`config.mk`:
```
export PLATFORM = sky130hd
export DESIGN_NAME = core_sequencer
export DESIGN_NICKNAME = d
export VERILOG_FILES = /design/src/rtl/dungv_pkg.sv /design/src/rtl/seq_watchdog.sv /design/src/rtl/core_sequencer.sv
export SDC_FILE = /design/constraint.sdc
export NUM_CORES = 1
export LEC_CHECK = 0
export BUFFER_PORTS_ARGS = -buffer_cell sky130_fd_sc_hd__buf_2
export CORE_MARGIN = 1.5
export CORE_UTILIZATION = 55
export CTS_BUF_LIST = sky130_fd_sc_hd__clkbuf_8
export CTS_CLUSTER_SIZE = 25
export DETAILED_ROUTE_END_ITERATION = 10
export PLACE_DENSITY = 0.88
export SYNTH_ARGS = -nofsm -noshare
export SYNTH_HDL_FRONTEND = slang
export SYNTH_SLANG_ARGS = --single-unit
```
`constraint.sdc`:
```
create_clock -name clk -period 5.84 [get_ports clk]
set_clock_uncertainty 0.05 [all_clocks]
set_input_delay 1.168 -clock clk [delete_from_list [all_inputs] [get_ports clk]]
set_output_delay 1.168 -clock clk [all_outputs]
set_load 0.01 [all_outputs]
```
`src/rtl/dungv_pkg.sv`:
```
// Shared types and encodings for the DungV core control path.
package dungv_pkg;

  localparam int INSTR_W = 32;
  localparam int REG_W   = 6;
  localparam int IMM_W   = 16;

  typedef enum logic [2:0] {
    S_IDLE,
    S_FETCH,
    S_DECODE,
    S_EXEC_ALU,
    S_EXEC_MEM,
    S_WB,
    S_NEXT,
    S_HALTED
  } state_e;

  localparam logic [1:0] FLAG_NOP  = 2'd0;
  localparam logic [1:0] FLAG_ALU  = 2'd1;
  localparam logic [1:0] FLAG_ALU2 = 2'd2;
  localparam logic [1:0] FLAG_MEM  = 2'd3;

  localparam logic [1:0] MEMOP_LOAD  = 2'd1;
  localparam logic [1:0] MEMOP_STORE = 2'd2;

  function automatic logic flag_is_alu(input logic [1:0] f);
    return (f == FLAG_ALU) || (f == FLAG_ALU2);
  endfunction

endpackage

```
`src/rtl/seq_watchdog.sv`:
```
// Wait-cycle watchdog for the sequencer's handshake states.
module seq_watchdog #(
  parameter int TIMEOUT = 64
) (
  input  logic clk,
  input  logic rst_n,
  input  logic clr_i,
  input  logic en_i,
  output logic expired_o
);

  localparam int CW = $clog2(TIMEOUT + 1);

  logic [CW-1:0] cnt_q;
  logic [CW-1:0] cnt_d;

  always_comb begin
    cnt_d = cnt_q;
    if (clr_i) begin
      cnt_d = '0;
    end else if (en_i) begin
      cnt_d = cnt_q + 1'b1;
    end
  end

  always_ff @(posedge clk) begin
    if (!rst_n) begin
      cnt_q <= '0;
    end else begin
      cnt_q <= cnt_d;
    end
  end

  // Fires on the TIMEOUT-th consecutive waiting cycle.
  assign expired_o = en_i && (cnt_q == CW'(TIMEOUT - 1));

endmodule

```
`src/rtl/core_sequencer.sv`:
```
// Multi-cycle fetch/decode/dispatch control FSM for the DungV core.
// Define SEQ_PERF_CNT_EN to add the retired-instruction counter.
module core_sequencer
  import dungv_pkg::*;
#(
  parameter int PC_W    = 10,
  parameter int DEC_LAT = 2,
  parameter int TIMEOUT = 64
) (
  input  logic               clk,
  input  logic               rst_n,
  input  logic               run,
  input  logic               halt_req,
  output logic               imem_req,
  output logic [PC_W-1:0]    imem_addr,
  input  logic               imem_ack,
  input  logic [INSTR_W-1:0] imem_rdata,
  output logic [INSTR_W-1:0] instr_out,
  input  logic [1:0]         dec_flag,
  input  logic [1:0]         dec_mem_op,
  output logic               alu_start,
  input  logic               alu_done,
  output logic               mem_start,
  input  logic               mem_done,
  output logic               rf_we,
  output logic [PC_W-1:0]    pc,
  output logic               busy,
  output logic               fault
`ifdef SEQ_PERF_CNT_EN
  ,
  output logic [31:0]        retired
`endif
);

  localparam logic [2:0] DEC_LAST = 3'(DEC_LAT - 1);

  state_e               state_q, state_d;
  logic [PC_W-1:0]      pc_q, pc_d;
  logic [INSTR_W-1:0]   instr_q, instr_d;
  logic [2:0]           dec_cnt_q, dec_cnt_d;
  logic                 load_q, load_d;
  logic                 fault_q, fault_d;
  logic                 first_q;
  logic                 wd_en;
  logic                 wd_clr;
  logic                 wd_exp;

  assign wd_en =
    ((state_q == S_FETCH)    && !imem_ack) ||
    ((state_q == S_EXEC_ALU) && !alu_done) ||
    ((state_q == S_EXEC_MEM) && !mem_done);

  assign wd_clr = (state_d != state_q);

  seq_watchdog #(
    .TIMEOUT (TIMEOUT)
  ) u_wd (
    .clk       (clk),
    .rst_n     (rst_n),
    .clr_i     (wd_clr),
    .en_i      (wd_en),
    .expired_o (wd_exp)
  );

  always_comb begin
    state_d   = state_q;
    pc_d      = pc_q;
    instr_d   = instr_q;
    dec_cnt_d = '0;
    load_d    = load_q;
    fault_d   = fault_q;
    imem_req  = 1'b0;
    alu_start = 1'b0;
    mem_start = 1'b0;
    rf_we     = 1'b0;
    unique case (state_q)
      S_IDLE: begin
        if (run && !fault_q) state_d = S_FETCH;
      end
      S_FETCH: begin
        imem_req = 1'b1;
        if (imem_ack) begin
          instr_d = imem_rdata;
          state_d = S_DECODE;
        end else if (wd_exp) begin
          fault_d = 1'b1;
          state_d = S_HALTED;
        end
      end
      S_DECODE: begin
        dec_cnt_d = dec_cnt_q + 3'd1;
        if (dec_cnt_q == DEC_LAST) begin
          dec_cnt_d = '0;
          load_d    = (dec_mem_op == MEMOP_LOAD);
          unique case (1'b1)
            (dec_flag == FLAG_NOP):  state_d = S_NEXT;
            flag_is_alu(dec_flag):   state_d = S_EXEC_ALU;
            (dec_flag == FLAG_MEM):  state_d = S_EXEC_MEM;
            default:                 state_d = S_NEXT;
          endcase
        end
      end
      S_EXEC_ALU: begin
        alu_start = first_q;
        if (alu_done) begin
          state_d = S_WB;
        end else if (wd_exp) begin
          fault_d = 1'b1;
          state_d = S_HALTED;
        end
      end
      S_EXEC_MEM: begin
        mem_start = first_q;
        if (mem_done) begin
          state_d = load_q ? S_WB : S_NEXT;
        end else if (wd_exp) begin
          fault_d = 1'b1;
          state_d = S_HALTED;
        end
      end
      S_WB: begin
        rf_we   = 1'b1;
        state_d = S_NEXT;
      end
      S_NEXT: begin
        pc_d    = pc_q + 1'b1;
        state_d = halt_req ? S_HALTED : S_FETCH;
      end
      S_HALTED: begin
        if (run && !fault_q) state_d = S_FETCH;
      end
      default: state_d = S_IDLE;
    endcase
  end

  always_ff @(posedge clk) begin
    if (!rst_n) begin
      state_q   <= S_IDLE;
      pc_q      <= '0;
      instr_q   <= '0;
      dec_cnt_q <= '0;
      load_q    <= 1'b0;
      fault_q   <= 1'b0;
      first_q   <= 1'b0;
    end else begin
      state_q   <= state_d;
      pc_q      <= pc_d;
      instr_q   <= instr_d;
      dec_cnt_q <= dec_cnt_d;
      load_q    <= load_d;
      fault_q   <= fault_d;
      first_q   <= (state_d != state_q);
    end
  end

`ifdef SEQ_PERF_CNT_EN
  logic [31:0] retired_q;

  always_ff @(posedge clk) begin
    if (!rst_n) begin
      retired_q <= '0;
    end else if (state_q == S_NEXT) begin
      retired_q <= retired_q + 32'd1;
    end
  end

  assign retired = retired_q;
`endif

  assign imem_addr = pc_q;
  assign pc        = pc_q;
  assign instr_out = instr_q;
  assign fault     = fault_q;
  assign busy      = (state_q != S_IDLE) && (state_q != S_HALTED);

endmodule

```
==> results by group <==
Placed design
  • Placed cell areas: 3150 um^2
  • Detailed placer's ending HPWL: 4.30 mm
  • Placer Congestion: 0.847
  • PortBufs: 100
  • Placed Cells incl. Taps: 452

Floorplan
  • Core area: 4750 um^2
  • Die footprint: 5380 um^2
  • Site row count: 25
  • Die Ht: 73.3 um
  • Initial Utilization: 57.2%
  • Die width: 73.3 um
  • Top Ports: 101

Logic synthesis
  • Synth Warn #: 0
  • Register area share after synthesis: 42.7%
  • Synth unique cells: 49
  • Largest area contributor in the netlist: dfxtp_1
  • EDFF count, synth: 0
  • #FFs+latches synth: 58
  • Top_reg_cell synth: dfxtp_1
  • Async S/R FF share, synth: 0%
  • Largest cells by area after synthesis: dfxtp_1 43%, nand2_1 11%, a21boi_1 9.9%, xnor2_1 3.5%, buf_4 2.8%
  • Post-synth net total: 361
  • Most frequent cell after synthesis: nand2_1
  • Average size of a mapped cell: 8.69 um^2
  • Cell count after synthesis: 313
  • Cell area after synthesis: 2720 um^2
  • Share of the synthesized area in the top cell type: 42.7%
  • Top cells by count, synth: 79 x nand2_1, 58 x dfxtp_1, 36 x a21boi_1

Clock network
  • PostCTS Resize Cnt: 0
  • Clock slew at reported path FFs: 60 ps
  • H-Tree Depth: 3
  • Clk buf depth: 2
  • Setup bufs post-CTS: 0
  • Sink Count: 58
  • Root Driver: clkbuf_8
  • CTS tree: built
  • Hold_buf cts: 0
  • CTS Buf Count: 9
  • Worst-skew pair later-pin latency: 320 ps

Timing
  • Tcrit/Tclk final: 51.3%
  • Slew headroom: 26.0%
  • Final setup violation count: 0
  • Hold Slack: 399 ps
  • RSZ-0062 raised after global routing: false
  • Final TNS setup: 0 ps
  • Max frequency: 0.334 GHz
  • Post-route minimum period: 3000 ps
  • Worst slew pin tran: 1110 ps
  • Final max-slew violation count: 0
  • Final hold violations: 0

Critical path
  • Worst Setup SP: state_q[0]$_SDFF_PN0_
  • Worst r2r src: state_q[0]$_SDFF_PN0_
  • Startpoint type of the worst setup path: flip-flop
  • Crit-path max FO: 18
  • Req. time, crit path: 4620 ps
  • Arr. time, crit path: 1780 ps
  • CP Class: reg -> out
  • Crit end category: output pin
  • Cells on worst reg2reg path: 5

Global route
  • Largest net degree at the start of global routing: 51
  • Gr usage total: 23.5%
  • Global-route wire length before repair: 9.64 mm
  • Total gr overflow: 0
  • Vias in the first global route: 2,130
  • Initial antenna violation count: 0

Route
  • DRC errors left: 0
  • DRT antenna net count: 0
  • Drt total wl: 6.14 mm
  • Vias: 2,443
  • Avg WL per Cell: 13.1 um
  • Avg Vias per Cell: 5.22
  • DR pass1 iterations: 4
  • DR iter-0 viols: 104

Worst hold path
  • HP Start: instr_out[9]$_SDFFE_PN0P_
  • Hold path cells: 2
  • Worst min-delay path category: reg -> reg

Power and ir drop
  • Max VDD drop: 0.310 mV
  • PwrDens: 380 nW/um^2
  • Leakage Power: 0.00150 uW

Flow run
  • Max-Cap Viols: 0

Layout
  • Share of cells above drive strength 1: 30.2%
  • Final Non-Filler Cells: 468
  • Layout Nets: 444
  • Number of diodes: 0
  • Final instance area: 3370 um^2
  • Layout area overhead: 23.9%
  • Final core occ: 70.9%

Status
  • Status: finished clean
critical path, cell delays in order (launching register included):
cell      delay [ps]
dfxtp_1          750
nand2b_1         210
nor2_1           280
buf_2            200
kinds of logic after synthesis:
| kind of cell | count (synthesis) | share of synthesized area (%) |
|---|---|---|
| fa+ha+maj | 5 | 2.30 |
| flops | 58 | 42.7 |
| compound gates | 60 | 17.5 |
| buf+inv | 30 | 5.93 |
| mux | 3 | 1.10 |
| simple gates | 143 | 25.9 |
| xor+xnor | 14 | 4.51 |
flip-flops by register name (all words and copies together), names as in the netlist:
name	flops
instr_out	32
imem_addr	10
u_wd.cnt_q	7
dec_cnt_q	3
state_q	3
fault	1
first_q	1
load_q	1
layout by cell type (no fill, tap or decap), drive strengths merged, types with 2 or more instances in the layout:
master  instances
nor4            8
or3b            2
nand2          79
clkinv          2
o21ai           2
nor3            4
nand3b          2
and2           10
xor2            3
and3            6
buf           100
clkbuf         10
xnor2          11
nand2b          6
o41ai           2
dfxtp          58
o21bai          2
mux2i           3
a21oi           3
ha              5
nand3           2
a21boi         36
bufinv          2
nand4           2
nor2           11
nor2b           5
o31a            3
inv             3
routing by layer:
metal	vias up	global-route usage (%)	part of all wire, %
met3	15	8.23	6.3
li1	1228	-	-
met2	94	37.6	50
met5	-	0	0
met4	0	11.1	2.2
met1	1106	28.3	42
final timing paths:
kind | slack, ps | to
min | 400 | instr_out[9]$_SDFFE_PN0P_
min reg2reg | 400 | instr_out[9]$_SDFFE_PN0P_
max reg2reg | 3220 | instr_out[5]$_SDFFE_PN0P_
max | 2840 | imem_req
area by class of cell:
class	count	area (um^2)
fillers	380	1390
clock buffers	10	138
clock inverters	6	81.3
multi-input cells	225	1400
inverters	2	7.51
repair buffers	100	500
flip-flops and latches	58	1160
well taps	67	83.8
metrics by stage:
stage / total power (uW) / setup slack [ps]
6_report: 1280 / 2840
5_1_grt: 1360 / 2730
2_1_floorplan: 780 / 3370
3_5_place_dp: 882 / 3020
3_3_place_gp: 867 / 3150
4_1_cts: 1280 / 2880
power breakdown:
group	total, uW	switching [uW]	internal (uW)
clock	401	152	249
combinational	366	218	149
sequential	513	69.2	444
(Power assumes the default switching activity.)
